`src/rtl/reg_ctrl_pkg.sv`:
```
// Shared definitions for the register-file access controller.
// Holds the default widths, the Wishbone address width, and the FSM state
// encoding that the controller exposes on its debug port.
package reg_ctrl_pkg;

  localparam int AW_DEF    = 5;
  localparam int DW_DEF    = 32;
  localparam int WB_ADDR_W = 32;

  typedef enum logic [2:0] {
    S_IDLE     = 3'd0,
    S_WR       = 3'd1,
    S_WR_WAIT  = 3'd2,
    S_RS1      = 3'd3,
    S_RS1_WAIT = 3'd4,
    S_RS2      = 3'd5,
    S_RS2_WAIT = 3'd6
  } state_t;

endpackage

```
`src/rtl/wb_single_master.sv`:
```
// Wishbone single-transaction front end.
// The controller FSM says which phase it is in (strobe or wait) and what to
// send; this block drives the bus and reports acceptance and completion.
// Ports:
//   strobe_i  : FSM is in a strobe state and wants the bus cycle issued
//   wait_i    : FSM is in a wait state, waiting for the ack
//   we_i, addr_i, wdata_i : transaction contents
//   accept_o  : strobe accepted this cycle (stb && !stall)
//   done_o    : ack seen while waiting
//   rdata_o   : read data, valid together with done_o
//   wb_*      : Wishbone master signals / slave responses
module wb_single_master
  import reg_ctrl_pkg::*;
#(
  parameter int AW = AW_DEF,
  parameter int DW = DW_DEF
) (
  input  logic                 strobe_i,
  input  logic                 wait_i,
  input  logic                 we_i,
  input  logic [AW-1:0]        addr_i,
  input  logic [DW-1:0]        wdata_i,
  output logic                 accept_o,
  output logic                 done_o,
  output logic [DW-1:0]        rdata_o,
  output logic                 wb_stb_o,
  output logic                 wb_we_o,
  output logic [WB_ADDR_W-1:0] wb_addr_o,
  output logic [DW-1:0]        wb_data_o,
  input  logic [DW-1:0]        wb_data_i,
  input  logic                 wb_ack_i,
  input  logic                 wb_stall_i
);

  // Everything is qualified by the strobe so the bus is all-zero when idle;
  // contents come straight from the controller's slot registers, so they
  // stay stable for as long as the slave stalls.
  assign wb_stb_o  = strobe_i;
  assign wb_we_o   = strobe_i & we_i;
  assign wb_addr_o = strobe_i ? {{(WB_ADDR_W-AW){1'b0}}, addr_i} : '0;
  assign wb_data_o = (strobe_i && we_i) ? wdata_i : '0;

  assign accept_o = strobe_i & ~wb_stall_i;
  // Acks arriving outside a wait phase are ignored.
  assign done_o   = wait_i & wb_ack_i;
  assign rdata_o  = wb_data_i;

endmodule

```
`src/rtl/reg_file_ctrl.sv`:
```
// Register-file access scheduler.
// Serialises the decode stage's operand-pair read (rs1/rs2) and the writeback
// stage's rd write onto a single-port Wishbone register file. Pending writes
// always go before pending reads; a read in progress is never pre-empted.
// Ports:
//   i_clk, i_reset       : clock, synchronous active-high reset
//   i_rd_req/i_rs1/i_rs2 : operand read request, taken when o_rd_busy=0
//   o_rd_busy            : read slot occupied
//   o_rd_valid           : one-cycle pulse, o_rs1_data/o_rs2_data updated
//   i_wr_req/i_wr_addr/i_wr_data : writeback request, taken when o_wr_busy=0
//   o_wr_busy, o_wr_done : write slot occupied / one-cycle commit pulse
//   o_wb_*, i_wb_*       : Wishbone master port
//   o_dbg_state          : current FSM state (reg_ctrl_pkg::state_t)
// Handshake: a request is captured on the edge where req=1 and busy=0; busy
// then stays high until the edge that raises the completion pulse.
// Build option: REG_CTRL_SHORTCUT_EN skips bus cycles for index 0 and for
// rs2 equal to rs1 (one cycle spent in the strobe state with stb low).
module reg_file_ctrl
  import reg_ctrl_pkg::*;
#(
  parameter int AW = AW_DEF,
  parameter int DW = DW_DEF
) (
  input  logic                 i_clk,
  input  logic                 i_reset,
  input  logic                 i_rd_req,
  input  logic [AW-1:0]        i_rs1,
  input  logic [AW-1:0]        i_rs2,
  output logic                 o_rd_busy,
  output logic                 o_rd_valid,
  output logic [DW-1:0]        o_rs1_data,
  output logic [DW-1:0]        o_rs2_data,
  input  logic                 i_wr_req,
  input  logic [AW-1:0]        i_wr_addr,
  input  logic [DW-1:0]        i_wr_data,
  output logic                 o_wr_busy,
  output logic                 o_wr_done,
  output logic                 o_wb_stb,
  output logic                 o_wb_we,
  output logic [WB_ADDR_W-1:0] o_wb_addr,
  output logic [DW-1:0]        o_wb_data,
  input  logic [DW-1:0]        i_wb_data,
  input  logic                 i_wb_ack,
  input  logic                 i_wb_stall,
  output logic [2:0]           o_dbg_state
);

  state_t          state_q, state_d;
  logic            wr_pend_q, wr_pend_d;
  logic [AW-1:0]   wr_addr_q, wr_addr_d;
  logic [DW-1:0]   wr_data_q, wr_data_d;
  logic            rd_pend_q, rd_pend_d;
  logic [AW-1:0]   rs1_q, rs1_d, rs2_q, rs2_d;
  logic [DW-1:0]   rs1_tmp_q, rs1_tmp_d;
  logic [DW-1:0]   rs1_data_q, rs1_data_d, rs2_data_q, rs2_data_d;
  logic            rd_valid_q, rd_valid_d, wr_done_q, wr_done_d;

  logic            bus_strobe, bus_wait, bus_we, bus_accept, bus_done;
  logic [AW-1:0]   bus_addr;
  logic [DW-1:0]   bus_wdata, bus_rdata;

  logic            skip_wr, skip_rs1, skip_rs2;
  logic [DW-1:0]   rs2_skip_val;

`ifdef REG_CTRL_SHORTCUT_EN
  assign skip_wr      = (wr_addr_q == '0);
  assign skip_rs1     = (rs1_q == '0);
  assign skip_rs2     = (rs2_q == '0) || (rs2_q == rs1_q);
  // rs1 result is already in rs1_tmp_q (fetched or forced to 0).
  assign rs2_skip_val = (rs2_q == '0) ? '0 : rs1_tmp_q;
`else
  assign skip_wr      = 1'b0;
  assign skip_rs1     = 1'b0;
  assign skip_rs2     = 1'b0;
  assign rs2_skip_val = '0;
`endif

  wb_single_master #(.AW(AW), .DW(DW)) u_wb (
    .strobe_i  (bus_strobe),
    .wait_i    (bus_wait),
    .we_i      (bus_we),
    .addr_i    (bus_addr),
    .wdata_i   (bus_wdata),
    .accept_o  (bus_accept),
    .done_o    (bus_done),
    .rdata_o   (bus_rdata),
    .wb_stb_o  (o_wb_stb),
    .wb_we_o   (o_wb_we),
    .wb_addr_o (o_wb_addr),
    .wb_data_o (o_wb_data),
    .wb_data_i (i_wb_data),
    .wb_ack_i  (i_wb_ack),
    .wb_stall_i(i_wb_stall)
  );

  always_ff @(posedge i_clk) begin
    if (i_reset) begin
      state_q    <= S_IDLE;
      wr_pend_q  <= 1'b0;
      wr_addr_q  <= '0;
      wr_data_q  <= '0;
      rd_pend_q  <= 1'b0;
      rs1_q      <= '0;
      rs2_q      <= '0;
      rs1_tmp_q  <= '0;
      rs1_data_q <= '0;
      rs2_data_q <= '0;
      rd_valid_q <= 1'b0;
      wr_done_q  <= 1'b0;
    end else begin
      state_q    <= state_d;
      wr_pend_q  <= wr_pend_d;
      wr_addr_q  <= wr_addr_d;
      wr_data_q  <= wr_data_d;
      rd_pend_q  <= rd_pend_d;
      rs1_q      <= rs1_d;
      rs2_q      <= rs2_d;
      rs1_tmp_q  <= rs1_tmp_d;
      rs1_data_q <= rs1_data_d;
      rs2_data_q <= rs2_data_d;
      rd_valid_q <= rd_valid_d;
      wr_done_q  <= wr_done_d;
    end
  end

  always_comb begin
    state_d    = state_q;
    wr_pend_d  = wr_pend_q;
    wr_addr_d  = wr_addr_q;
    wr_data_d  = wr_data_q;
    rd_pend_d  = rd_pend_q;
    rs1_d      = rs1_q;
    rs2_d      = rs2_q;
    rs1_tmp_d  = rs1_tmp_q;
    rs1_data_d = rs1_data_q;
    rs2_data_d = rs2_data_q;
    rd_valid_d = 1'b0;
    wr_done_d  = 1'b0;
    bus_strobe = 1'b0;
    bus_wait   = 1'b0;
    bus_we     = 1'b0;
    bus_addr   = '0;
    bus_wdata  = '0;

    // Slot capture. Completion only clears a slot that is already full, so
    // it never collides with a capture on the same edge.
    if (i_wr_req && !wr_pend_q) begin
      wr_pend_d = 1'b1;
      wr_addr_d = i_wr_addr;
      wr_data_d = i_wr_data;
    end
    if (i_rd_req && !rd_pend_q) begin
      rd_pend_d = 1'b1;
      rs1_d     = i_rs1;
      rs2_d     = i_rs2;
    end

    unique case (state_q)
      // Requests arriving this cycle count as pending, so a fresh request
      // reaches its strobe state on the very next cycle.
      S_IDLE: begin
        if (wr_pend_q || i_wr_req)      state_d = S_WR;
        else if (rd_pend_q || i_rd_req) state_d = S_RS1;
      end
      S_WR: begin
        bus_we    = 1'b1;
        bus_addr  = wr_addr_q;
        bus_wdata = wr_data_q;
        if (skip_wr) begin
          wr_pend_d = 1'b0;
          wr_done_d = 1'b1;
          state_d   = S_IDLE;
        end else begin
          bus_strobe = 1'b1;
          if (bus_accept) state_d = S_WR_WAIT;
        end
      end
      S_WR_WAIT: begin
        bus_wait = 1'b1;
        if (bus_done) begin
          wr_pend_d = 1'b0;
          wr_done_d = 1'b1;
          state_d   = S_IDLE;
        end
      end
      S_RS1: begin
        bus_addr = rs1_q;
        if (skip_rs1) begin
          rs1_tmp_d = '0;
          state_d   = S_RS2;
        end else begin
          bus_strobe = 1'b1;
          if (bus_accept) state_d = S_RS1_WAIT;
        end
      end
      S_RS1_WAIT: begin
        bus_wait = 1'b1;
        if (bus_done) begin
          rs1_tmp_d = bus_rdata;
          state_d   = S_RS2;
        end
      end
      S_RS2: begin
        bus_addr = rs2_q;
        if (skip_rs2) begin
          rs1_data_d = rs1_tmp_q;
          rs2_data_d = rs2_skip_val;
          rd_valid_d = 1'b1;
          rd_pend_d  = 1'b0;
          state_d    = S_IDLE;
        end else begin
          bus_strobe = 1'b1;
          if (bus_accept) state_d = S_RS2_WAIT;
        end
      end
      S_RS2_WAIT: begin
        bus_wait = 1'b1;
        if (bus_done) begin
          // Both operands update together so the outputs never show a mix
          // of old and new values.
          rs1_data_d = rs1_tmp_q;
          rs2_data_d = bus_rdata;
          rd_valid_d = 1'b1;
          rd_pend_d  = 1'b0;
          state_d    = S_IDLE;
        end
      end
      default: state_d = S_IDLE;
    endcase
  end

  assign o_rd_busy   = rd_pend_q;
  assign o_wr_busy   = wr_pend_q;
  assign o_rd_valid  = rd_valid_q;
  assign o_wr_done   = wr_done_q;
  assign o_rs1_data  = rs1_data_q;
  assign o_rs2_data  = rs2_data_q;
  assign o_dbg_state = state_q;

endmodule

```
`config.mk`:
```
export PLATFORM = sky130hd
export DESIGN_NAME = reg_file_ctrl
export DESIGN_NICKNAME = d
export VERILOG_FILES = /design/src/rtl/reg_ctrl_pkg.sv /design/src/rtl/wb_single_master.sv /design/src/rtl/reg_file_ctrl.sv
export SDC_FILE = /design/constraint.sdc
export NUM_CORES = 1
export LEC_CHECK = 0
export BUFFER_PORTS_ARGS = -buffer_cell sky130_fd_sc_hd__buf_2
export CORE_MARGIN = 10
export CORE_UTILIZATION = 52
export CTS_CLUSTER_DIAMETER = 40
export CTS_CLUSTER_SIZE = 30
export DETAILED_ROUTE_END_ITERATION = 16
export PLACE_DENSITY = 0.84
export SYNTH_ARGS = -nofsm -noshare
export SYNTH_HDL_FRONTEND = slang
export SYNTH_SLANG_ARGS = --single-unit
```
`constraint.sdc`:
```
create_clock -name i_clk -period 3.3 [get_ports i_clk]
set_clock_uncertainty 0.05 [all_clocks]
set_input_delay 0.66 -clock i_clk [delete_from_list [all_inputs] [get_ports i_clk]]
set_output_delay 0.66 -clock i_clk [all_outputs]
set_load 0.1 [all_outputs]
```
Word level (Yosys, flattened, before mapping):

Index checks and enable logic that the tools add are counted.

* word-level logic and storage cells: 68
* output and inout bits: 137
* bits of input ports: 85
* flip-flop bits (word level): 150

* equality and inequality tests: 12
* reductions and logical operators: 16
* mux-type cells: 22
* bitwise operators: 6

Operators by type and width (number)
* $mux W32: 2
* $mux W3: 7
* $pmux W3 S6: 1
* $pmux W5 S3: 1
* $mux W1: 10
* $eq A3 B3 Y1 const B: 3
* $ne A2 B2 Y1 const B: 4
* $eq A3 B2 Y1 const B: 2
* $reduce_and A6 Y1: 1
* $reduce_or A2 Y1: 3
* $reduce_or A3 Y1: 2
* $mux W5: 1
* $reduce_and A2 Y1: 2
* $and A1 B1 Y1: 3
* $eq A3 B1 Y1 const B: 1
* $logic_and A1 B1 Y1: 3
* $logic_not A3 Y1: 1
* $ne A3 B3 Y1 const B: 1
* $not A1 Y1: 3
* $logic_not A1 Y1: 2
* $logic_or A1 B1 Y1: 2
* $ne A2 B1 Y1 const B: 1

Logic depth before layout (Yosys ltp):

Gate-level depths: netlist of run 1.

* depth after elaboration: 6
* depth in mapped cells: 7
* depth with buffers taken out: 4

Cells and area by module:

Synthesis of run 1 repeated with hierarchy kept, for this count alone.

* cells, all modules: 833
* area, all modules: 6339.8 µm²

Modules (own cells, without submodules)
* reg_file_ctrl: cells each 725, area each 5582.9 µm², sequential area each 3002.9 µm², instances 1
* wb_single_master: cells each 108, area each 757.0 µm², sequential area each 0.0 µm², instances 1

Worst setup path before layout of run 1:

No wires, ideal clock.

* path kind: register -> output
* start: register state_q[1] (netlist: o_dbg_state[1])
* end: output port o_wb_addr[2]
* arrival time: 2.839 ns
* stages on the path, launching flop included: 7
* path slack: -0.249 ns
* required time: 2.590 ns
* path buffers: 2
* path through: dfxtp_1 -> buf_6 -> buf_2 -> mux2i_1 -> nor2_1 -> a21oi_1 -> nor2_1

* longest elaborated chain between the ends: 4
* elaborated cells on any way between the ends: 7
* those cells by class: eq/ne: 3; mux: 3; reduce/logical: 1

RTL lines
* from (decl): line reg_file_ctrl.sv:48 `state_t state_q, state_d;`
* from (signal assigned): line reg_file_ctrl.sv:111 `state_q <= state_d;`
* $eq A3 B3 Y1, or another cell as far along: line reg_file_ctrl.sv:158 `unique case (state_q)`
* $reduce_or A3 Y1 (no source line)
* $mux W1
* $mux W5 *: line wb_single_master.sv:40 `assign wb_addr_o = strobe_i ? {{(WB_ADDR_W-AW){1'b0}}, addr_i} : '0;`
* to (decl): line reg_file_ctrl.sv:40 `output logic [WB_ADDR_W-1:0] o_wb_addr,`

Mark *: on every way between the ends. The rest lies on a longest branch, timed or not.

Worst setup path in the final report of run 1:

* start: register state_q[2] (netlist: o_dbg_state[2])
* end: output port o_wb_data[24]

* longest elaborated chain between the ends: 5
* elaborated cells on any way between the ends: 9
* those cells by class: eq/ne: 3; mux: 4; reduce/logical: 2

RTL lines
* $eq A3 B3 Y1, or another cell as far along: line reg_file_ctrl.sv:158
* $reduce_or A3 Y1 (no source line)
* $mux W1
* $logic_and A1 B1 Y1: line wb_single_master.sv:41 `assign wb_data_o = (strobe_i && we_i) ? wdata_i : '0;`
* $mux W32 *: line wb_single_master.sv:41
* to (decl): line reg_file_ctrl.sv:41 `output logic [DW-1:0] o_wb_data,`

Marks and branches as above.

==> results of run 1 <==
path summary, 6_finish.rpt:
check             slack (ns)  cells past startpoint             end           start
hold reg to reg         0.40                      2  o_rs1_data[15]  o_rs1_data[15]
setup reg to reg        1.45                      5   rs1_tmp_q[27]  o_dbg_state[2]
setup / recovery        0.27                      5   o_wb_data[24]  o_dbg_state[2]
hold / removal          0.33                      3    wr_addr_q[3]    i_wr_addr[3]
state kept, by name, indices dropped and copies added, names as in the netlist:
signal       count
o_rd_valid       1
o_rs1_data      32
wr_addr_q        5
o_dbg_state      3
o_wr_busy        1
rs2_q            5
rs1_tmp_q       32
rs1_q            5
o_wr_done        1
wr_data_q       32
o_rd_busy        1
o_rs2_data      32
critical path, stage by stage (launching register included):
cell     delay (ns)
dfxtp_1        0.47
or2_2          0.38
nor2_2         0.09
buf_4          0.26
and2_2         0.18
buf_2          0.42
cell type report:
cell class / instances / area (um2)
clock buffer: 20 / 445.4
clock inverter: 11 / 148.9
fill: 954 / 3548
inverter: 2 / 7.507
multi-input combinational: 544 / 2471
sequential: 150 / 3003
tap: 140 / 175.2
timing repair buffer: 206 / 1089
stage by stage:
| stage | power (mW) | std cells | worst slack [ns] |
|---|---|---|---|
| after detailed placement | 2.609 | 1042 | 0.8146 |
| after floorplan | 2.501 | 776 | 0.007306 |
| after CTS | 4.512 | 1073 | 0.2513 |
| after global routing | 4.633 | 1073 | 0.1364 |
| after global placement | 2.603 | 1042 | 0.8658 |
| final | 4.489 | 1073 | 0.2704 |
synth_stat cells, types with 2 or more instances:
cell type  instances  area [um2]
clkbuf_1          22       82.58
mux2i_1            6       60.06
and2_1            32       200.2
o21ai_0            2       10.01
nor3_2             2       20.02
nor4b_1            2       17.52
a21oi_1          150       750.7
nand2b_1           3       18.77
nor2_1            19       71.32
nor2b_1            4       25.02
dfxtp_1          150        3003
buf_4             32       240.2
nand2_1          288        1081
buf_2             24       120.1
layer usage:
metal	track usage	vias up
met5	0	-
met4	0.06640	0
met3	0.07055	24
met2	0.3220	159
met1	0.2130	2382
li1	-	2681
layout by cell type (no fill, tap or decap), drive strengths merged, types with 2 or more instances in the layout:
cell type    n
buf        206
nand2b       3
clkbuf      20
mux2i        6
conb        27
and2        32
nor2b        4
a21oi      150
nor4b        2
bufinv       3
nor3         3
clkinv       3
nand2      288
nor2        20
dfxtp      150
o21ai        2
clkinvlp     3
inv          4
power groups by stage:
stage | Clock, mW | Combinational, mW | Sequential, mW
2_1_floorplan | 0 | 0.523 | 1.98
3_3_place_gp | 0 | 0.676 | 1.93
3_5_place_dp | 0 | 0.681 | 1.93
4_1_cts | 1.94 | 0.684 | 1.89
5_1_grt | 2.01 | 0.725 | 1.89
6_report | 1.91 | 0.685 | 1.89
cell families after synthesis:
logic type / share of synthesized area
AOI/OAI and AO/OA: 0.1369
and+or+nand+nor: 0.2533
other: 0.0006472
DFF: 0.5182
buffers and inverters: 0.08054
muxes: 0.01037
==> reports/qor.csv, run 1 <==
stage;metric;value;unit
routing;vias;5246;
floorplanning;Core Area;10890;um2
sta;Rel. slew slack;0.5350;
sta;Slew Limit Fails;0;
grt;grt total ovfl;0;
floorplanning;die height;125.6;um
clock_network;# hold bufs at CTS;0;
floorplanning;die width;125.6;um
clock_network;Max H-tree Level;4;
clock_network;CTS Buf Count;17;
clock_network;root buffer cell;clkbuf_8;
placement;Final HPWL DP;11120;um
floorplanning;die area;15770;um2
synth;Syn Inst Count;750;
power_and_ir_drop;Sw Share;0.2910;
routing;DR pass1 iterations;4;
grt;first-pass GRT wire length;25270;um
synth;syn avg cell area;7.726;um2
clock_network;clock-pin slew on the worst setup and hold paths;0.06;ns
sta;slew at the pin closest to its max-slew limit;0.6975;ns
synth;commonest register cell after synthesis;dfxtp_1;
routing;initial DRC count;413;
final_layout;Area Overhead vs Synth;26.67;%
setup_path;Critical Path End Type;primary output;
power_and_ir_drop;leakage;3.173;nW
routing;antenna-violating nets left;0;
sta;fmax;330.1;MHz
routing;Via-to-Cell Ratio;4.889;
power_and_ir_drop;Reg power frac;0.421;
routing;wire length on met1;6417;um
setup_path;critical setup path kind;reg2out;
clock_network;CTS tree;done;
routing;max layer used;met4;
final_layout;layout cells sized above 1;0.2787;
synth;synth warn;0;
sta;fin crit share;0.9181;
routing;Routed Wire Length;15610;um
power_and_ir_drop;power per cell area;611.6;nW/um2
routing;drt drc;0;
sta;endpoints failing setup;0;
clock_network;clock buffer depth;2;
final_layout;fin area;7340;um2
clock_network;CTS sink count;150;
power_and_ir_drop;logic gate share of total power;0.153;
final_layout;# nets final;1006;
sta;worst hold slack;0.3286;ns
setup_path;CP Data Required Time;2.59;ns
synth;number of library cell types mapped by synthesis;28;
status;status;complete, no violations;
grt;initial antenna violation count;0;
routing;WL/cell;14.55;um
floorplanning;I/O pins;222;
synth;number of enable flip-flop cells after synthesis;0;
clock_network;clk_lat worst skew;0.51;ns
grt;vias in the first global route;5124;
job;max cap viols;0;
power_and_ir_drop;clock share of power;0.427;
routing;WL met2;7747;um
power_and_ir_drop;peak supply drop;0.3644;mV
synth;Seq/Total Area, Yosys;0.5182;
power_and_ir_drop;Int Pwr;3.183;mW
placement;global placer's final weighted congestion;0.8639;
power_and_ir_drop;P_sw;1.306;mW
placement;number of port buffers;194;
synth;Cell Area, Synth;5794;um2
setup_path;Max FO, Critical Path;33;
grt;largest net degree at the start of global routing;66;
floorplanning;starting density of the core;0.5322;
sta;Fin. Hold Viols;0;
min_path;HP Class;in2reg;
setup_path;startpoint types;flip-flop;
sta;RSZ-0062 raised after global routing;false;
floorplanning;FP Rows;38;
routing;metal3 WL;1196;um
final_layout;n_diodes;0;
clock_network;postcts setup bufs;0;
final_layout;Finished Core Util;0.6741;
clock_network;post_cts resized;0;
grt;Total Routing Usage GR;0.1895;
sta;Setup TNS Final;0;ns
synth;post-synthesis async set-or-reset flop share;0;
synth;register bit count reported by yosys;150;
placement;Post-DP Area;6745;um2
sta;minimum clock period;3.030;ns
setup_path;Worst EP arrival;2.32;ns
Note: power is estimated with default switching activity, not from simulation.
==> inputs of run 2 (changes only) <==
CORE_UTILIZATION = 56   (was 52)
CTS_BUF_LIST = sky130_fd_sc_hd__clkbuf_4   (was not set)
PLACE_DENSITY = 0.88   (was 0.84)
SYNTH_HIERARCHICAL = 1   (was not set)
==> run 2 against run 1 <==
Area after synthesis grew 9.4%. Worst hold slack got worse by 0.048 ns. Register-to-register slack lost 0.52 ns. Largest cell class unchanged. Critical path type unchanged. Maximum frequency shrank 2.3%. First-iteration DRC count fell by 28%.
==> reports/qor.csv, run 2 <==
stage;metric;value;unit;change
synth;Cell Area, Synth;6340;um2;was 5794 um2
sta;Rel. slew slack;0.4951;;was 0.5350
setup_path;Critical Path End Type;primary output;;unchanged
grt;met3 Track Usage GR;0.1029;;was 0.07055
clock_network;CTS tree;done;;unchanged
clock_network;root buffer cell;clkbuf_4;;was clkbuf_8
routing;DR pass1 iterations;4;;unchanged
floorplanning;die area;15980;um2;was 15770 um2
floorplanning;die height;126.4;um;was 125.6 um
routing;vias;5517;;was 5246
placement;number of port buffers;194;;unchanged
sta;slew at the pin closest to its max-slew limit;0.7558;ns;was 0.6975 ns
sta;Fin. Hold Viols;0;;unchanged
clock_network;postcts setup bufs;0;;unchanged
clock_network;clk_lat worst skew;0.55;ns;was 0.51 ns
routing;drt drc;0;;unchanged
synth;number of library cell types mapped by synthesis;29;;was 28
floorplanning;I/O pins;222;;unchanged
setup_path;Worst EP arrival;2.39;ns;was 2.32 ns
job;max cap viols;0;;unchanged
routing;WL/cell;14.29;um;was 14.55 um
placement;Post-DP Area;6952;um2;was 6745 um2
synth;Post-synth top cells;290 x nand2_1, 152 x a21oi_1, 150 x dfxtp_1, 64 x buf_4, 40 x and2_1;;was 288 x nand2_1, 150 x a21oi_1, 150 x dfxtp_1, 32 x and2_1, 32 x buf_4
synth;cell with the most instances after synthesis;nand2_1;;unchanged
placement;dpl ws;0.6647;ns;was 0.8146 ns
synth;syn avg cell area;7.611;um2;was 7.726 um2
status;status;complete, no violations;;unchanged
synth;post-synthesis async set-or-reset flop share;0;;unchanged
power_and_ir_drop;leakage;3.257;nW;was 3.173 nW
synth;register bit count reported by yosys;150;;unchanged
min_path;HP Class;in2reg;;unchanged
final_layout;commonest non-fill, non-tap cells in the layout;290 x nand2_1, 193 x buf_2, 151 x a21oi_1;;was 288 x nand2_1, 193 x buf_2, 150 x dfxtp_1
synth;top post-synthesis cells by area;dfxtp_1 47%, nand2_1 17%, a21oi_1 12%, buf_4 7.6%, and2_1 3.9%;;was dfxtp_1 52%, nand2_1 19%, a21oi_1 13%, buf_4 4.1%, and2_1 3.5%
grt;first-pass GRT wire length;25430;um;was 25270 um
sta;endpoints failing setup;0;;unchanged
grt;largest net degree at the start of global routing;87;;was 66
sta;Setup TNS Final;0;ns;unchanged
synth;number of enable flip-flop cells after synthesis;0;;unchanged
grt;Total Routing Usage GR;0.1933;;was 0.1895
clock_network;clock-pin slew on the worst setup and hold paths;0.12;ns;was 0.06 ns
grt;vias in the first global route;5190;;was 5124
final_layout;commonest non-fill, non-tap cell in the layout;nand2_1;;unchanged
floorplanning;FP Rows;38;;unchanged
clock_network;CTS sink count;150;;unchanged
placement;global placer's final weighted congestion;0.8546;;was 0.8639
final_layout;layout cells sized above 1;0.2533;;was 0.2787
clock_network;CTS Buf Count;17;;unchanged
setup_path;critical setup path kind;reg2out;;unchanged
routing;antenna-violating nets left;0;;unchanged
sta;minimum clock period;3.101;ns;was 3.030 ns
grt;Global Route met2 Usage;0.3047;;was 0.3220
final_layout;fillers;979;;was 954
final_layout;fin area;7266;um2;was 7340 um2
clock_network;clock buffer depth;2;;unchanged
routing;Via-to-Cell Ratio;4.935;;was 4.889
final_layout;fin cells;1118;;was 1073
power_and_ir_drop;peak supply drop;0.3252;mV;was 0.3644 mV
routing;initial DRC count;297;;was 413
setup_path;Max FO, Critical Path;65;;was 33
floorplanning;Core Area;10980;um2;was 10890 um2
synth;Syn Inst Count;833;;was 750
synth;synth warn;6;;was 0
sta;fmax;322.5;MHz;was 330.1 MHz
placement;Final HPWL DP;11390;um;was 11120 um
power_and_ir_drop;Final Power;3.654;mW;was 4.489 mW
grt;initial antenna violation count;4;;was 0
grt;busiest grt layer;met2;;unchanged
sta;RSZ-0062 raised after global routing;false;;unchanged
sta;worst hold slack;0.2806;ns;was 0.3286 ns
setup_path;CP Data Required Time;2.59;ns;about the same
synth;post-synth top area share;0.4737;;was 0.5182
synth;commonest register cell after synthesis;dfxtp_1;;unchanged
floorplanning;starting density of the core;0.5772;;was 0.5322
setup_path;R2R setup slack;0.93;ns;was 1.45 ns
setup_path;startpoint types;flip-flop;;unchanged
placement;Cells after DPL;1083;;was 1042
sta;Worst Setup Slack, final;0.1988;ns;was 0.2704 ns
final_layout;# nets final;1047;;was 1006
routing;Routed Wire Length;15970;um;was 15610 um
synth;Seq/Total Area, Yosys;0.4737;;was 0.5182
grt;grt met1 use;0.2113;;was 0.2130
grt;grt total ovfl;0;;unchanged
final_layout;Finished Core Util;0.6615;;was 0.6741
final_layout;Area Overhead vs Synth;14.60;%;was 26.67%
clock_network;Max H-tree Level;4;;unchanged
power_and_ir_drop;power per cell area;502.9;nW/um2;was 611.6 nW/um2
sta;Slew Limit Fails;0;;unchanged
synth;Synth area leader;dfxtp_1;;unchanged
clock_network;# hold bufs at CTS;0;;unchanged
sta;fin crit share;0.9398;;was 0.9181
floorplanning;die width;126.4;um;was 125.6 um
## run 2: changes by cell type in the layout (fill, tap and decap cells not counted), sizes merged, moves of 2 or more
cell / delta
o21ai: -2
clkinv: +2
nor4b: -2
and3: +33
nand2: +2
and2: +8
inv: -3
diode: +3
a21oi: +2
clkinvlp: +2
## run 2: final timing paths
| check | from | end | cells after the start |
|---|---|---|---|
| max reg2reg | o_dbg_state[1] | o_rs2_data[4] | 8 |
| min reg2reg | rs1_tmp_q[2] | o_rs1_data[2] | 2 |
| min | i_wr_data[16] | wr_data_q[16] | 3 |
| max | o_dbg_state[0] | o_wb_data[27] | 6 |
## run 2: critical path, stage by stage, from the launching register on
cell     delay [ns]
dfxtp_2        0.41
inv_1          0.17
nor3_4         0.20
buf_6          0.30
and2_1         0.17
and3_1         0.15
buf_2          0.42
## run 2: cells by family after synthesis
group,Yosys count,share of synthesized area
compound gates,155,0.1239
buf+inv,123,0.1200
flops,150,0.4737
mux,6,0.009473
other cells,1,0.0005915
simple gates,398,0.2724
## run 2: timing repair
| action | 4_1_cts | 5_1_grt |
|---|---|---|
| endpoints found under the setup margin | 0 | 38 |
| endpoints found under the hold margin | 0 | 0 |
| resized for setup | 0 | 3 |
## run 2: layout make-up
type / instances / area, um2 / share of cell area
multi-input cells: 586 / 2693 / 0.3706
flip-flops and latches: 150 / 3007 / 0.4138
inverters: 1 / 3.754 / 0.0005166
repair buffers: 206 / 1080 / 0.1486
well taps: 140 / 175.2 / 0.02411
clock inverters: 13 / 157.7 / 0.02170
clock buffers: 19 / 142.6 / 0.01963
diodes: 3 / 7.507 / 0.001033
## run 2: layer usage
metal,part of all wire,up-vias
li1,-,2851
met2,0.48,176
met4,0.024,0
met1,0.39,2460
met5,0,-
met3,0.11,30
## run 2: power breakdown
group          switching, mW  leakage, nW  internal, mW  total (mW)
logic                  0.451         1.89         0.137       0.588
clock network          0.636        0.146         0.536        1.17
registers             0.0429         1.22          1.85        1.89
==> inputs of run 3 (changes only) <==
BUFFER_PORTS_ARGS = -buffer_cell sky130_fd_sc_hd__buf_4   (was -buffer_cell sky130_fd_sc_hd__buf_2)
CTS_CLUSTER_DIAMETER = not set   (was 40)
SLEW_MARGIN = 20   (was not set)
==> run 3 against run 2 <==
Sequential cell count unchanged. Worst hold slack improved by 0.027 ns. Sequential power about the same. First-iteration DRC count increased by 29%. Utilization increased by 3.9 points. Clock power decreased by 14%. Combinational power increased by 5.3%. Design area increased by 5.9%.
==> reports/qor.csv, run 3 (synthesized netlist as in run 2, its figures left out) <==
stage;metric;value;unit;change
power_and_ir_drop;power per cell area;457.9;nW/um2;was 502.9 nW/um2
grt;first-pass GRT wire length;25770;um;was 25430 um
clock_network;clock buffer depth;2;;unchanged
setup_path;Max FO, Critical Path;65;;unchanged
grt;busiest grt layer;met2;;unchanged
clock_network;Max H-tree Level;4;;unchanged
power_and_ir_drop;clock share of power;0.287;;was 0.321
sta;fin crit share;0.9296;;was 0.9398
final_layout;commonest non-fill, non-tap cell in the layout;nand2_1;;unchanged
clock_network;# hold bufs at CTS;0;;unchanged
setup_path;critical setup path kind;reg2out;;unchanged
routing;WL/cell;14.68;um;was 14.29 um
clock_network;clk_lat worst skew;0.52;ns;was 0.55 ns
routing;initial DRC count;383;;was 297
floorplanning;FP Rows;38;;unchanged
setup_path;CP most frequent cell;buf_4;;
sta;fmax;326.0;MHz;was 322.5 MHz
routing;DR pass1 iterations;4;;unchanged
setup_path;CP peak stage delay;0.58;ns;was 0.42 ns
power_and_ir_drop;peak supply drop;0.3254;mV;was 0.3252 mV
routing;antenna-violating nets left;0;;unchanged
clock_network;CTS sink count;150;;unchanged
setup_path;startpoint types;flip-flop;;unchanged
power_and_ir_drop;Int Pwr;2.335;mW;was 2.525 mW
final_layout;n_diodes;0;;was 3
sta;Setup TNS Final;0;ns;unchanged
sta;endpoints failing setup;0;;unchanged
sta;Rel. slew slack;0.4428;;was 0.4951
sta;Fin. Hold Viols;0;;unchanged
grt;initial antenna violation count;0;;was 4
clock_network;clock-pin slew on the worst setup and hold paths;0.14;ns;was 0.12 ns
clock_network;CTS Buf Count;17;;unchanged
placement;number of port buffers;194;;unchanged
routing;drt drc;0;;unchanged
setup_path;Critical Path End Type;primary output;;unchanged
setup_path;CP Data Required Time;2.59;ns;about the same
grt;vias in the first global route;5235;;was 5190
power_and_ir_drop;leakage;3.307;nW;was 3.257 nW
final_layout;fillers;923;;was 979
routing;Routed Wire Length;16370;um;was 15970 um
floorplanning;die width;126.4;um;unchanged
status;status;complete, no violations;;unchanged
final_layout;layout cells sized above 1;0.2523;;was 0.2533
sta;Slew Limit Fails;0;;unchanged
min_path;HP Class;in2reg;;unchanged
setup_path;R2R setup slack;0.73;ns;was 0.93 ns
grt;met3 Track Usage GR;0.09204;;was 0.1029
grt;grt total ovfl;0;;unchanged
setup_path;cell family with most CP delay;buffers and inverters;;unchanged
clock_network;CTS tree;done;;unchanged
sta;RSZ-0062 raised after global routing;false;;unchanged
final_layout;Area Overhead vs Synth;21.37;%;was 14.60%
power_and_ir_drop;Reg power frac;0.537;;was 0.519
routing;Via-to-Cell Ratio;4.974;;was 4.935
routing;vias;5546;;was 5517
final_layout;Register Area;3004;um2;was 3007 um2
grt;Global Route met2 Usage;0.3217;;was 0.3047
floorplanning;starting density of the core;0.5772;;unchanged
grt;grt met1 use;0.2123;;was 0.2113
clock_network;postcts setup bufs;0;;unchanged
setup_path;critical path buffer and inverter count;2;;was 3
grt;Total Routing Usage GR;0.1935;;was 0.1933
final_layout;commonest non-fill, non-tap cells in the layout;290 x nand2_1, 204 x buf_4, 151 x a21oi_1;;was 290 x nand2_1, 193 x buf_2, 151 x a21oi_1
placement;Final HPWL DP;11630;um;was 11390 um
clock_network;post_cts resized;0;;unchanged
grt;largest net degree at the start of global routing;95;;was 87
clock_network;root buffer cell;clkbuf_4;;unchanged
final_layout;# nets final;1047;;unchanged
setup_path;CP Cell Sequence;nor3_4 -> buf_4 -> and2_1 -> and3_1 -> buf_4;;was inv_1 -> nor3_4 -> buf_6 -> and2_1 -> and3_1 -> buf_2
power_and_ir_drop;Sw Share;0.3372;;was 0.3090
floorplanning;die area;15980;um2;unchanged
sta;worst hold slack;0.3080;ns;was 0.2806 ns
floorplanning;die height;126.4;um;unchanged
min_path;min-delay src;i_wr_data[24];;was i_wr_data[16]
setup_path;crit path launch;o_dbg_state[1];;was o_dbg_state[0]
placement;global placer's final weighted congestion;0.8497;;was 0.8546
sta;minimum clock period;3.068;ns;was 3.101 ns
power_and_ir_drop;P_sw;1.188;mW;was 1.129 mW
setup_path;Worst EP arrival;2.36;ns;was 2.39 ns
power_and_ir_drop;logic gate share of total power;0.176;;was 0.161
floorplanning;Core Area;10980;um2;unchanged
setup_path;slowest cell on the critical path;dfxtp_1;;was buf_2
setup_path;worst reg2reg path startpoint;o_dbg_state[1];;unchanged
final_layout;Multi-input gate area;2693;um2;unchanged
job;max cap viols;0;;unchanged
floorplanning;I/O pins;222;;unchanged
sta;slew at the pin closest to its max-slew limit;0.8340;ns;was 0.7558 ns
==> run 3: cell count changes in the layout (fill, tap and decap cells not counted), moves of 2 or more <==
cell	change
diode_2	-3
buf_4	+193
clkbuf_4	-2
inv_6	+5
dfxtp_2	-2
clkinvlp_4	-4
bufinv_16	-3
dfxtp_1	+2
clkinv_4	+3
buf_2	-193
==> run 3: routing by layer <==
layer / part of all wire / vias up
met4: 0.020 / 0
met3: 0.10 / 19
li1: - / 2839
met5: 0 / -
met2: 0.48 / 169
met1: 0.39 / 2519
==> run 3: path summary, 6_finish.rpt <==
kind | endpoint | cells past startpoint
worst max-delay path | o_wb_data[12] | 5
worst min-delay path | wr_data_q[24] | 3
worst max register to register | o_rs2_data[0] | 8
worst min register to register | o_rs1_data[26] | 2
==> run 3: layout make-up <==
type,count,area share
clock buffer,17,0.01659
clock inverter,15,0.01561
inverter,1,0.0004878
multi-input combinational,586,0.3499
sequential,150,0.3904
tap,140,0.02276
timing repair buffer,206,0.2042
==> run 3: through the flow <==
stage / instances / instance area (um2) / power, mW / util / worst slack, ns
after global routing: 1115 / 7695 / 3.669 / 0.7006 / 0.01994
after floorplan: 859 / 6439 / 2.465 / - / 0.08278
final: 1115 / 7695 / 3.524 / 0.7006 / 0.2324
after detailed placement: 1083 / 7447 / 2.551 / 0.6781 / 0.7797
after CTS: 1115 / 7695 / 3.546 / 0.7006 / 0.1787
after global placement: 1083 / 7447 / 2.542 / 0.6781 / 0.8219
==> run 3: worst reg2reg max path, cell delays in order (launching register included) <==
cell	delay (ns)
dfxtp_1	0.87
nor2_1	0.14
nor2_1	0.11
and2_1	0.16
nor2b_1	0.36
and3_2	0.27
buf_12	0.26
nand2_1	0.17
a21oi_1	0.13
==> run 3: power by group through the flow <==
stage / clock (mW) / combinational (mW) / sequential [mW]
after floorplan: 0 / 0.501 / 1.96
after global placement: 0 / 0.609 / 1.93
after detailed placement: 0 / 0.617 / 1.93
after CTS: 1.03 / 0.617 / 1.89
after global routing: 1.10 / 0.665 / 1.90
final: 1.01 / 0.619 / 1.89
